**config.mk**
```make
export PLATFORM = sky130hd
export DESIGN_NAME = qr_a_loader_flat
export DESIGN_NICKNAME = d
export VERILOG_FILES = /design/src/rtl/qr_a_loader_if.sv /design/src/rtl/qr_a_loader.sv /design/src/flat_wrapper.sv
export SDC_FILE = /design/constraint.sdc
export NUM_CORES = 1
export LEC_CHECK = 0
export CORE_UTILIZATION = 30
export CTS_CLUSTER_SIZE = 28
export DETAILED_ROUTE_END_ITERATION = 7
export GPL_TIMING_DRIVEN = 0
export SYNTH_ARGS = -nofsm -noshare
export SYNTH_HDL_FRONTEND = slang
export SYNTH_SLANG_ARGS = --single-unit
```
**constraint.sdc**
```tcl
create_clock -name clk -period 3.25 [get_ports clk]
set_input_delay 0.975 -clock clk [delete_from_list [all_inputs] [get_ports clk]]
set_output_delay 0.975 -clock clk [all_outputs]
set_load 0.05 [all_outputs]
```
**src/rtl/qr_a_loader_if.sv**
```systemverilog
// ============================================================================
// Module   : qr_a_loader_if
// Brief    : Valid/ready element stream carrying A-matrix words into qr_a_loader.
// Revision : 1.0 - initial release
// ============================================================================
`default_nettype none

interface qr_a_loader_if #(
  parameter int OUT_WIDTH = 12
);
  logic                 s_valid;
  logic                 s_ready;
  logic [OUT_WIDTH-1:0] s_data;
  logic                 s_last;

  modport master (
    output s_valid,
    output s_data,
    output s_last,
    input  s_ready
  );

  modport slave (
    input  s_valid,
    input  s_data,
    input  s_last,
    output s_ready
  );
endinterface

`default_nettype wire

```
**src/rtl/qr_a_loader.sv**
```systemverilog
// ============================================================================
// Module   : qr_a_loader
// Brief    : Ping-pong A-matrix buffer feeding qr_cordic; streams one matrix in
//            while the other is being read, and sequences qr_cordic's enable.
// Revision : 1.0 - initial release
// ============================================================================
`default_nettype none

module qr_a_loader #(
  parameter int OUT_WIDTH = 12,
  parameter int A_ROW     = 8,
  parameter int A_COL     = 4
) (
  input  wire logic                       clk,
  input  wire logic                       rst,
  qr_a_loader_if.slave                    s,
  input  wire logic                       rd_A,
  input  wire logic [$clog2(A_ROW)-1:0]   rd_A_row_addr,
  input  wire logic [$clog2(A_COL)-1:0]   rd_A_col_addr,
  output logic      [OUT_WIDTH-1:0]       rd_A_data,
  output logic                            en,
  input  wire logic                       valid,
  output logic                            frame_err,
  output logic                            mat_done
);

  localparam int                c_DEPTH = A_ROW * A_COL;
  localparam int                c_AW    = $clog2(c_DEPTH);
  localparam logic [c_AW-1:0]   c_LAST  = c_AW'(c_DEPTH - 1);

  typedef enum logic [1:0] {
    S_IDLE    = 2'd0,
    S_RUN     = 2'd1,
    S_RELEASE = 2'd2
  } state_t;

  logic [OUT_WIDTH-1:0] r_mem [2*c_DEPTH];

  state_t               r_state;
  logic                 r_wr_bank;
  logic                 r_rd_bank;
  logic [1:0]           r_bank_full;
  logic [c_AW-1:0]      r_beat_cnt;
  logic                 r_s_ready;
  logic                 r_en;
  logic                 r_mat_done;
  logic                 r_frame_err;
  logic [OUT_WIDTH-1:0] r_rd_data;

  logic                 w_acc;
  logic                 w_close;
  logic [1:0]           w_set;
  logic [1:0]           w_clr;
  logic [1:0]           w_hold;
  logic                 w_wr_bank_nxt;
  logic [c_AW-1:0]      w_rd_addr;

  always_comb begin
    w_acc         = s.s_valid & r_s_ready;
    w_close       = w_acc & (r_beat_cnt == c_LAST);
    w_set         = w_close ? (2'b01 << r_wr_bank) : 2'b00;
    w_clr         = (r_state == S_RELEASE) ? (2'b01 << r_rd_bank) : 2'b00;
    w_hold        = r_bank_full | w_set;
    w_wr_bank_nxt = r_wr_bank ^ w_close;
    w_rd_addr     = c_AW'(rd_A_row_addr) * c_AW'(A_COL) + c_AW'(rd_A_col_addr);
  end

  // Storage is deliberately not reset so it maps onto plain RAM.
  always_ff @(posedge clk) begin
    if (w_acc) begin
      r_mem[{r_wr_bank, r_beat_cnt}] <= s.s_data;
    end
  end

  // Ready ignores a release in the same cycle, so a freed bank opens one cycle later.
  always_ff @(posedge clk or negedge rst) begin
    if (!rst) begin
      r_wr_bank   <= 1'b0;
      r_bank_full <= 2'b00;
      r_beat_cnt  <= '0;
      r_s_ready   <= 1'b0;
      r_frame_err <= 1'b0;
    end else begin
      r_bank_full <= w_hold & ~w_clr;
      r_wr_bank   <= w_wr_bank_nxt;
      r_s_ready   <= ~w_hold[w_wr_bank_nxt];
      if (w_acc) begin
        r_beat_cnt <= w_close ? '0 : r_beat_cnt + 1'b1;
        if (s.s_last != (r_beat_cnt == c_LAST)) begin
          r_frame_err <= 1'b1;
        end
      end
    end
  end

  always_ff @(posedge clk or negedge rst) begin
    if (!rst) begin
      r_state    <= S_IDLE;
      r_en       <= 1'b0;
      r_mat_done <= 1'b0;
      r_rd_bank  <= 1'b0;
    end else begin
      r_mat_done <= 1'b0;
      case (r_state)
        S_IDLE: begin
          if (r_bank_full[r_rd_bank]) begin
            r_state <= S_RUN;
            r_en    <= 1'b1;
          end
        end
        S_RUN: begin
          if (valid) begin
            r_state    <= S_RELEASE;
            r_en       <= 1'b0;
            r_mat_done <= 1'b1;
          end
        end
        S_RELEASE: begin
          r_rd_bank <= ~r_rd_bank;
          r_state   <= S_IDLE;
        end
        default: begin
          r_state <= S_IDLE;
          r_en    <= 1'b0;
        end
      endcase
    end
  end

  // Falling-edge read gives qr_cordic stable data at its next rising edge.
  always_ff @(negedge clk or negedge rst) begin
    if (!rst) begin
      r_rd_data <= '0;
    end else if (rd_A) begin
      r_rd_data <= r_mem[{r_rd_bank, w_rd_addr}];
    end
  end

  assign s.s_ready = r_s_ready;
  assign rd_A_data = r_rd_data;
  assign en        = r_en;
  assign frame_err = r_frame_err;
  assign mat_done  = r_mat_done;

endmodule

`default_nettype wire

```
**src/flat_wrapper.sv**
```systemverilog
// flat-port wrapper written by rule: the top's interface ports become plain ports
module qr_a_loader_flat 
#(
  parameter int OUT_WIDTH = 12,
  parameter int A_ROW     = 8,
  parameter int A_COL     = 4
)
  (clk, rst, rd_A, rd_A_row_addr, rd_A_col_addr, rd_A_data, en, valid, frame_err, mat_done, s_s_valid, s_s_data, s_s_last, s_s_ready);
  qr_a_loader_if #(.OUT_WIDTH(OUT_WIDTH)) s_i ();
  input  wire logic clk;
  input  wire logic rst;
  input  wire logic rd_A;
  input  wire logic [$clog2(A_ROW)-1:0] rd_A_row_addr;
  input  wire logic [$clog2(A_COL)-1:0] rd_A_col_addr;
  output logic      [OUT_WIDTH-1:0] rd_A_data;
  output logic en;
  input  wire logic valid;
  output logic frame_err;
  output logic mat_done;
  input wire logic [$bits(s_i.s_valid)-1:0] s_s_valid;
  input wire logic [$bits(s_i.s_data)-1:0] s_s_data;
  input wire logic [$bits(s_i.s_last)-1:0] s_s_last;
  output wire logic [$bits(s_i.s_ready)-1:0] s_s_ready;
  assign s_i.s_valid = s_s_valid;
  assign s_i.s_data = s_s_data;
  assign s_i.s_last = s_s_last;
  assign s_s_ready = s_i.s_ready;
  qr_a_loader #(.OUT_WIDTH(OUT_WIDTH), .A_ROW(A_ROW), .A_COL(A_COL)) u_core (.clk(clk), .rst(rst), .s(s_i), .rd_A(rd_A), .rd_A_row_addr(rd_A_row_addr), .rd_A_col_addr(rd_A_col_addr), .rd_A_data(rd_A_data), .en(en), .valid(valid), .frame_err(frame_err), .mat_done(mat_done));
endmodule
```
==> results of run 1 <==
## cell usage in the layout (no fill, tap or decap), drive strengths merged, types with 9 or more instances in the layout
| cell | count |
|---|---|
| mux2i | 50 |
| clkinv | 33 |
| mux4 | 180 |
| nor2 | 79 |
| bufinv | 9 |
| o21ai | 15 |
| dfrtp | 15 |
| clkbuf | 111 |
| o221ai | 12 |
| a221oi | 24 |
| a21oi | 26 |
| mux2 | 49 |
| buf | 102 |
| o22ai | 24 |
| nor2b | 16 |
| nand2 | 20 |
| dfrtn | 12 |
| edfxtp | 768 |
## cell type report
type	count	area, um^2	area share, %
flip-flops and latches	795	23700	63.8
multi-input cells	536	7670	20.6
clock buffers	83	1950	5.24
well taps	1368	1710	4.60
repair buffers	64	812	2.18
plain buffers	76	811	2.18
clock inverters	49	484	1.30
inverters	4	15.0	0.0404
## logic make-up (layout without fill, tap and decap cells)
logic type,after synthesis,after routing,share of synthesized area [%]
XOR/XNOR,2,2,0.0570
buffers and inverters,81,276,1.44
AND/OR/NAND/NOR,145,145,2.11
multiplexers,279,279,16.6
AO/OA/AOI/OAI,107,107,2.49
flip-flops,795,795,77.2
adder cells (fa/ha/maj),3,3,0.122
## through the flow
step | utilization (%) | total power [uW] | hold WS (ps)
global route | 36.6 | 24100 | 417
global placement | 32.3 | 14400 | 464
finish | 36.6 | 23400 | 400
CTS | 36.1 | 23400 | 473
detailed placement | 32.6 | 14400 | 469
floorplan | - | 13400 | 445
## worst max path at each step
stage / startpoint / endpoint / slack, ps / cells past startpoint
global placement: rd_A_row_addr[2] / u_core.rd_A_data[5]$_DFFE_NN0P_ / -2590 / 7
CTS: rd_A_col_addr[0] / u_core.rd_A_data[8]$_DFFE_NN0P_ / -680 / 8
global route: rd_A_col_addr[0] / u_core.rd_A_data[0]$_DFFE_NN0P_ / -710 / 9
detailed placement: rd_A_row_addr[2] / u_core.rd_A_data[6]$_DFFE_NN0P_ / -2650 / 7
finish: rd_A_col_addr[0] / u_core.rd_A_data[8]$_DFFE_NN0P_ / -680 / 8
floorplan: rd_A_row_addr[0] / u_core.rd_A_data[6]$_DFFE_NN0P_ / -900 / 7
## sequential cells by signal, indices dropped and copies added (netlist names), 2 cells and up
name and flops:
u_core.r_mem 768, u_core.rd_A_data 12, u_core.r_beat_cnt 5, u_core.r_bank_full 2, u_core.r_state 2
## layer usage
metal / track usage, % / vias to the layer above / routed length [um]
met1: 18.3 / 7849 / 30800
li1: - / 6201 / -
met5: 0 / - / 41
met2: 23.4 / 469 / 36000
met3: 2.98 / 108 / 4450
met4: 3.90 / 6 / 1640
## repair_timing
action	4_1_cts	5_1_grt
gates resized for setup	328	83
gates cloned	3	3
buffers inserted	2	3
endpoints found under the setup margin	312	331
endpoints found under the hold margin	0	0
pin swaps	8	7
## power groups by stage
stage	clock, uW	sequential (uW)	combinational (uW)
finish	8780	11800	2800
global route	9280	11900	2950
CTS	8910	11800	2670
detailed placement	0	12000	2400
global placement	0	12100	2300
floorplan	0	12200	1170
==> qor.yml, run 1 <==
outcome:
  outcome: "complete, but fails checks"
  violations: "setup timing"
synthesis:
  yosysTopAreaCell: "edfxtp_1"
  synth_cells: 1412
  syn_avg_cell_area_um2: 21.8
  seq_area_frac_synth_pct: 77.2
  synth_nets: 1438
  yosys_warnings: 0
  netlist_top_cells_count: "edfxtp_1 (768), mux4_2 (180), nor2_1 (79)"
  yosysUniqueCellTypes: 40
  syn_area_mm2: 0.0308
  synth.most_common_cell: "edfxtp_1"
  yosysTopAreaCellShare_pct: 75.0
  synthTopCellsByArea: "edfxtp_1 (75%), mux4_2 (13%), mux2_2 (1.8%)"
  ys.flop_type: "edfxtp_1"
  async_flop_share_pct: 3.40
  synth_edf_count: 768
  synth-seq-cells: 795
sta:
  finalSetupViolations: 88
  final_max_slew_viol_count: 0
  rsz0062_at_grt: "yes"
  tightestPinTransition_ps: 1240
  hold_viol: 0
  skew_ps: 30.5
  finalWorstSetupSlack_ps: -682
  setup_tns_ps: -16670
  maxSlewHeadroom_pct: 17.1
cells_and_area:
  finalNonFillerCells: 2975
  fillers: 9185
  design_area_mm2: 0.0372
  areaGrowthSynthToFinish_pct: 20.9
  n_antenna_cell: 0
  nets: 1578
  layout-drive-gt1-share_pct: 38.0
routing:
  ant_nets: 0
  dr_total_vias: 14600
  drc: 0
  dr.pass1.iters: 5
  wl_per_cell_um: 24.5
  wl_um: 72900
  drtIter0Drc: 1372
  viasPerCell: 4.92
grt:
  overflow: 0
  grt_antenna_before_repair: 3
  grt_pass1_wl_um: 105000
  grt_usage_pct: 14.0
  first_global_vias: 14900
  grt_max_degree: 53
setup_path:
  path_common_cell: "buf_16"
  rrSetupSlack_ps: -230
  r2r-start: "u_core.r_mem[4][8]$_DFFE_PP_"
  slowest_stage: "mux4_2"
  crit_fanout: 7
  r2r-end: "u_core.rd_A_data[8]$_DFFE_NN0P_"
  r2r_cells: 5
  cp.arrival_ps: 2720
  startpoint_type: "input pin"
  crit_path_end_kind: "flip-flop"
  slowest_delay_ps: 540
  crit_chain: "buf_16, buf_16, buf_12, mux4_2, mux2i_4, o22ai_4, a221oi_4, o21ai_1"
  cp_num_buf_inv: 3
  crit_type: "input pin to flip-flop"
  critPathTopFamily: "multiplexers"
  crit_required_ps: 2040
place:
  post-place-ws_ps: -2650
  dpl_cell_area_mm2: 0.0332
  io_buffers: 36
  dp_hpwl_um: 47400
  gp_congestion: 0.854
  dp_cells: 2833
die:
  chipWidth_um: 322
  io_pins: 39
  core_mm2: 0.102
  dieArea_mm2: 0.104
  start_util_pct: 30.2
  die_h_um: 322
  rows: 117
cts:
  clock-sinks: 795
  cts_root_buffer: "clkbuf_16"
  clockBufferDepth: 3
  h-tree-depth: 3
  clk_latency_ps: 620
  path_clk_slew_ps: 60
  cts_buffers: 75
  cts_tree: "done"
  hold_buffers: 0
pwr:
  p_int_uw: 17700
  p_switching_uw: 5760
  seqPwrFrac_pct: 50.6
  ir_drop_mv: 0.412
  pwr-share-comb_pct: 12.0
  powerDensity_mw_per_mm2: 630
  swShare_pct: 24.6
  p_leak_uw: 0.0114
  clkPwrFrac_pct: 37.5
flow_run:
  drv_cap: 0
min_path:
  hold_path.class: "input pin to asynchronous set/reset pin"
(Power assumes the default switching activity.)
==> run 2, diff against run 1 <==
MAX_ROUTING_LAYER = met4   (was not set)
==> run 2 against run 1 <==
The flow still finishes with violations (setup timing). Hold slack better by 6.3 ps. Sequential share of layout area is essentially flat. Combinational power about the same. First-iteration DRC count shrank 3.3%. Sequential power about the same. Global-route usage increased by 0.43 points. Final area is essentially flat. Cell count increased by 0.10%. Via count is 0.12% higher. Total power hardly changed. Critical path type unchanged. Critical endpoint is now u_core.rd_A_data[6]$_DFFE_NN0P_. Largest power group unchanged. Highest routed layer is now met4.
==> qor.yml, run 2 (same netlist as run 1, synthesis figures left out) <==
outcome:
  outcome: "complete, but fails checks"
  violations: "setup timing"
sta:
  tightestPinTransition_ps: 1260  # +18.0 ps
  finalWorstSetupSlack_ps: -674  # +8.22 ps
  final_max_slew_viol_count: 0  # unchanged
  maxSlewHeadroom_pct: 15.9  # -1.2 points
  hold_viol: 0  # unchanged
  rsz0062_at_grt: "yes"
  skew_ps: 29.7  # -0.840 ps
  setup_tns_ps: -15540  # +1130 ps
  holdWs_ps: 406  # +6.34 ps
  finalSetupViolations: 51  # -42%
routing:
  wl_met1_um: 30900  # +0.58%
  ant_nets: 0  # unchanged
  wl_um: 72900  # about the same
  routed.top_layer: "met4"
  dr_total_vias: 14700  # +0.12%
  routed-wl-met2_um: 36000  # about the same
  drc: 0  # unchanged
  dr_wl_met3_um: 4350  # -2.2%
  drtIter0Drc: 1327  # -3.3%
  viasPerCell: 4.92  # about the same
  dr.pass1.iters: 5  # unchanged
  wl_per_cell_um: 24.5  # -0.19%
cts:
  path_clk_slew_ps: 60  # about the same
  cts_buffers: 75  # unchanged
  clockBufferDepth: 3  # unchanged
  cts_tree: "done"
  clk_latency_ps: 620  # about the same
  h-tree-depth: 3  # unchanged
  cts_root_buffer: "clkbuf_16"
  hold_buffers: 0  # unchanged
  clock-sinks: 795  # unchanged
setup_path:
  crit_required_ps: 2040  # about the same
  crit_fanout: 7  # unchanged
  crit_type: "input pin to flip-flop"
  cp_num_buf_inv: 3  # unchanged
  crit_path_end_kind: "flip-flop"
  critPathTopFamily: "multiplexers"
  slowest_stage: "mux4_2"
  cp.arrival_ps: 2710  # about the same
  path_common_cell: "buf_16"
  slowest_delay_ps: 530  # about the same
  startpoint_type: "input pin"
  crit_chain: "buf_16, buf_16, clkbuf_16, mux4_2, mux2i_4, o22ai_4, a221oi_4, o21ai_1"
cells_and_area:
  multi_input_area_mm2: 0.00766  # -0.11%
  design_area_mm2: 0.0372  # about the same
  top_register: "u_core.r_mem"
  areaGrowthSynthToFinish_pct: 20.9  # about the same
  final_common_cell: "edfxtp_1"
  layout-drive-gt1-share_pct: 37.9  # -0.12 points
  register_area_mm2: 0.0237  # unchanged
  nets: 1578  # unchanged
  layout_common_cells: "edfxtp_1 (768), mux4_2 (180), clkbuf_16 (80)"
  largest_register_ffs: 768  # unchanged
  fin_util_pct: 36.6  # about the same
  fillers: 9182  # -0.033%
grt:
  grt_usage_pct: 14.4  # +0.43 points
  grt_antenna_before_repair: 3  # unchanged
  overflow: 0  # unchanged
  first_global_vias: 14900  # +0.054%
  grt_max_degree: 53  # unchanged
  grt_pass1_wl_um: 105000  # about the same
flow_run:
  drv_cap: 0  # unchanged
min_path:
  hold_path.class: "input pin to asynchronous set/reset pin"
place:
  io_buffers: 36  # unchanged
  gp_congestion: 0.868  # +1.6%
  dp_hpwl_um: 47400  # unchanged
  post-place-ws_ps: -2650  # unchanged
  dpl_cell_area_mm2: 0.0332  # unchanged
die:
  core_mm2: 0.102  # unchanged
  die_h_um: 322  # unchanged
  io_pins: 39  # unchanged
  chipWidth_um: 322  # unchanged
  start_util_pct: 30.2  # unchanged
  rows: 117  # unchanged
  dieArea_mm2: 0.104  # unchanged
pwr:
  p_leak_uw: 0.0114  # about the same
  ir_drop_mv: 0.411  # -0.28%
  powerDensity_mw_per_mm2: 630  # about the same
run 2: worst reg2reg max path, stage by stage, from the launching register on:
cell and delay (ps):
edfxtp_1 390, mux4_2 520, mux2i_4 240, o22ai_4 140
a221oi_4 270, o21ai_2 90
run 2: metal layers:
metal | up-vias | global-route usage [%]
met3 | 102 | 2.92
met4 | 0 | 3.88
met5 | - | -
li1 | 6222 | -
met2 | 446 | 23.2
met1 | 7881 | 18.5
run 2: final timing paths:
path,from,end,slack [ps],depth (start not counted)
worst min-delay path,rst,u_core.en$_DFFE_PN0P_,410,1
max in group asynchronous,rst,u_core.rd_A_data[4]$_DFFE_NN0P_,820,1
worst max register to register,u_core.r_mem[4][8]$_DFFE_PP_,u_core.rd_A_data[8]$_DFFE_NN0P_,-210,5
min in group clk,u_core.r_bank_full[0]$_DFF_PN0_,u_core.s.s_ready$_DFF_PN0_,480,1
worst max-delay path,rd_A_col_addr[0],u_core.rd_A_data[6]$_DFFE_NN0P_,-670,8
worst min register to register,u_core.r_bank_full[0]$_DFF_PN0_,u_core.s.s_ready$_DFF_PN0_,480,1
run 2: layout make-up:
class                           instances  area share, %
Sequential cell                       795           63.8
Multi-Input combinational cell        536           20.6
Clock buffer                           83           5.24
Tap cell                             1368           4.60
Timing Repair Buffer                   64           2.18
Buffer                                 76           2.18
Clock inverter                         49           1.30
Inverter                                4         0.0404
Antenna cell                            3         0.0202
run 2: where the power goes:
group          total, uW  internal, uW  switching (uW)
Combinational       2800           968            1830
Clock               8770          5040            3720
Sequential         11800         11700             194
run 2: stage by stage:
step	std cells	power (uW)
2_1_floorplan	1412	13400
3_3_place_gp	2816	14400
3_5_place_dp	2833	14400
4_1_cts	2969	23400
5_1_grt	2978	24100
6_report	2978	23400
run 2: what timing repair did:
action,in CTS,in global routing
pin swaps,8,7
setup endpoints to repair,312,330
buffers inserted,2,3
gates cloned,3,3
gates resized for setup,328,81
==> run 3, diff against run 2 <==
ABC_AREA = 1   (was not set)
==> run 3 against run 2 <==
The flow still finishes with violations (setup timing). First-iteration DRC count increased by 130%. Core utilization increased by 2.5 points. Critical path depth decreased by 7. Combinational power increased by 35%. Critical endpoint is now rd_A_data[5].
==> qor.yml, run 3 <==
routing:
  wl_per_cell_um: 24.6  # +0.53%
  ant_nets: 0  # unchanged
  wl_um: 108000  # +48%
  drtIter0Drc: 3079  # +130%
  drc: 0  # unchanged
  viasPerCell: 5.21  # +5.9%
  dr.pass1.iters: 6  # +1
  dr_total_vias: 22900  # +56%
die:
  io_pins: 39  # unchanged
  die_h_um: 331  # +2.6%
  rows: 120  # +2.6%
  start_util_pct: 30.3  # +0.048 points
  core_mm2: 0.107  # +5.2%
  dieArea_mm2: 0.109  # +5.4%
  chipWidth_um: 331  # +2.6%
place:
  post-place-ws_ps: -2170  # +473 ps
  gp_congestion: 0.971  # +12%
  dp_hpwl_um: 68600  # +45%
  dp_cells: 4189  # +48%
  io_buffers: 35  # -2.8%
cts:
  hold_buffers: 0  # unchanged
  cts_buffers: 79  # +5.3%
  clockBufferDepth: 3  # unchanged
  h-tree-depth: 3  # unchanged
  path_clk_slew_ps: 60  # about the same
  clock-sinks: 795  # unchanged
  cts_tree: "done"
  cts_root_buffer: "clkbuf_16"
  clk_latency_ps: 640  # +20 ps
synthesis:
  synthTopCellsByArea: "edfxtp_1 (71%), nand3_1 (11%), nand2_1 (11%)"
  async_flop_share_pct: 3.40  # unchanged
  yosysTopAreaCellShare_pct: 71.1  # -3.8 points
  yosysTopAreaCell: "edfxtp_1"
  syn_area_mm2: 0.0324  # +5.4%
  synth_nets: 2755  # +92%
  ys.flop_type: "edfxtp_1"
  yosysUniqueCellTypes: 24  # -40%
  yosys_warnings: 0  # unchanged
  synth_edf_count: 768  # unchanged
  netlist_top_cells_count: "nand2_1 (941), edfxtp_1 (768), nand3_1 (706)"
  synth.most_common_cell: "nand2_1"
  synth_cells: 2729  # +93%
  syn_avg_cell_area_um2: 11.9  # -45%
  synth-seq-cells: 795  # unchanged
  seq_area_frac_synth_pct: 73.2  # -3.9 points
sta:
  holdWs_ps: 291  # -115 ps
  maxSlewHeadroom_pct: 9.37  # -6.5 points
  finalWorstSetupSlack_ps: -573  # +101 ps
  skew_ps: 46.4  # +16.7 ps
  final_max_slew_viol_count: 0  # unchanged
  finalSetupViolations: 24  # -53%
  tightestPinTransition_ps: 1350  # +97.4 ps
  rsz0062_at_grt: "yes"
  hold_viol: 0  # unchanged
grt:
  grt_max_degree: 65  # +23%
  grt_use_met1_pct: 25.7  # +7.2 points
  grt_usage_pct: 19.7  # +5.3 points
  grt_use_met2_pct: 30.8  # +7.5 points
  grtUsageMet3_pct: 3.27  # +0.35 points
  grt_busiest_layer: "met2"
  grt_antenna_before_repair: 5  # +2
  first_global_vias: 21000  # +41%
  overflow: 0  # unchanged
  grt_pass1_wl_um: 150000  # +43%
cells_and_area:
  nets: 2948  # +87%
  finalNonFillerCells: 4395  # +48%
  areaGrowthSynthToFinish_pct: 28.8
  final_common_cell: "nand2_1"
  largest_register_ffs: 768  # unchanged
  fillers: 9983  # +8.7%
  layout-drive-gt1-share_pct: 26.7  # -11 points
  register_area_mm2: 0.0237  # unchanged
  top_register: "u_core.r_mem"
  layout_common_cells: "nand2_1 (860), edfxtp_1 (768), nand3_1 (430)"
  multi_input_area_mm2: 0.0102  # +33%
setup_path:
  crit_required_ps: 2270  # +230 ps
  crit_type: "flip-flop to output port"
  crit_fanout: 2  # -5
  slowest_stage: "dfrtn_1"
  slowest_delay_ps: 440  # -90 ps
  critPathTopFamily: "flip-flops"
  crit_chain: "buf_6"
  cp_num_buf_inv: 1  # -2
  cp.arrival_ps: 2850  # +140 ps
  crit_path_end_kind: "output port"
  startpoint_type: "flip-flop"
flow_run:
  drv_cap: 0  # unchanged
min_path:
  hold_path.class: "input pin to asynchronous set/reset pin"
pwr:
  ir_drop_mv: 0.434  # +5.6%
  pwr-share-comb_pct: 15.3  # +3.4 points
  p_int_uw: 17900  # +1.6%
  p_leak_uw: 0.0148  # +29%
  clkPwrFrac_pct: 36.8  # -0.7 points
  p_switching_uw: 6760  # +18%
  total_power_uw: 24700  # +5.5%
  swShare_pct: 27.4  # +2.8 points
  seqPwrFrac_pct: 47.9  # -2.7 points
  powerDensity_mw_per_mm2: 592  # -6.0%
outcome:
  outcome: "complete, but fails checks"
  violations: "setup timing"
[run 3: cell count changes after synthesis, sizes merged, moves of 21 or more]
cell    change
o22ai      -24
mux2i      -50
a21oi      -21
nand3     +698
mux2       -49
a221oi     -24
nand2     +921
mux4      -180
buf       +101
[run 3: through the flow]
stage	utilization, %	setup TNS, ps	cell area [um^2]
6_report	39.0	-11260	41800
2_1_floorplan	-	-5790	32600
4_1_cts	37.3	-12380	40000
3_3_place_gp	32.4	-1460720	34700
3_5_place_dp	32.7	-599180	35000
5_1_grt	39.0	-11880	41800
[run 3: timing repair]
item / CTS / global route
cloned: 11 / 9
resized for setup: 546 / 344
endpoints found under the setup margin: 497 / 224
buffers inserted: 28 / 13
pin swaps: 71 / 129
[run 3: final timing paths]
check                                                 from                               end  slack (ps)  depth (start not counted)
max reg2reg                   u_core.r_rd_bank$_DFFE_PN0N_  u_core.rd_A_data[10]$_DFFE_NN0P_        -110                          7
min in group clk           u_core.rd_A_data[3]$_DFFE_NN0P_   u_core.rd_A_data[3]$_DFFE_NN0P_         450                          2
max                        u_core.rd_A_data[5]$_DFFE_NN0P_                      rd_A_data[5]        -570                          1
max in group asynchronous                              rst   u_core.rd_A_data[4]$_DFFE_NN0P_        1140                          2
min reg2reg                u_core.rd_A_data[3]$_DFFE_NN0P_   u_core.rd_A_data[3]$_DFFE_NN0P_         450                          2
min                                                    rst         u_core.mat_done$_DFF_PN0_         290                          2
[run 3: final cells by class]
class | instances | area share [%]
Buffer | 169 | 4.49
Clock inverter | 34 | 0.689
Tap cell | 1403 | 4.20
Antenna cell | 5 | 0.0300
Timing Repair Buffer | 112 | 3.66
Sequential cell | 795 | 56.8
Inverter | 23 | 0.267
Multi-Input combinational cell | 1742 | 24.4
Clock buffer | 112 | 5.40
[run 3: metal layers]
metal / part of all wire (%) / vias to the layer above
met5: 0 / -
met4: 3.6 / 0
met3: 9.8 / 196
met2: 47 / 1296
met1: 40 / 11400
li1: - / 10000
[run 3: kinds of logic after synthesis]
family,after synthesis,share of synthesized area (%)
AND/OR/NAND/NOR,1726,22.7
flip-flops,795,73.2
buffers and inverters,192,3.68
AO/OA/AOI/OAI,12,0.201
adder cells (fa/ha/maj),3,0.116
XOR/XNOR,1,0.0270
[run 3: power by group through the flow]
stage	Combinational (uW)	Clock (uW)	Sequential [uW]
floorplan	1310	0	12200
global placement	2700	0	12100
detailed placement	2800	0	12000
CTS	3360	9100	11800
global route	3940	9480	11900
finish	3780	9100	11800
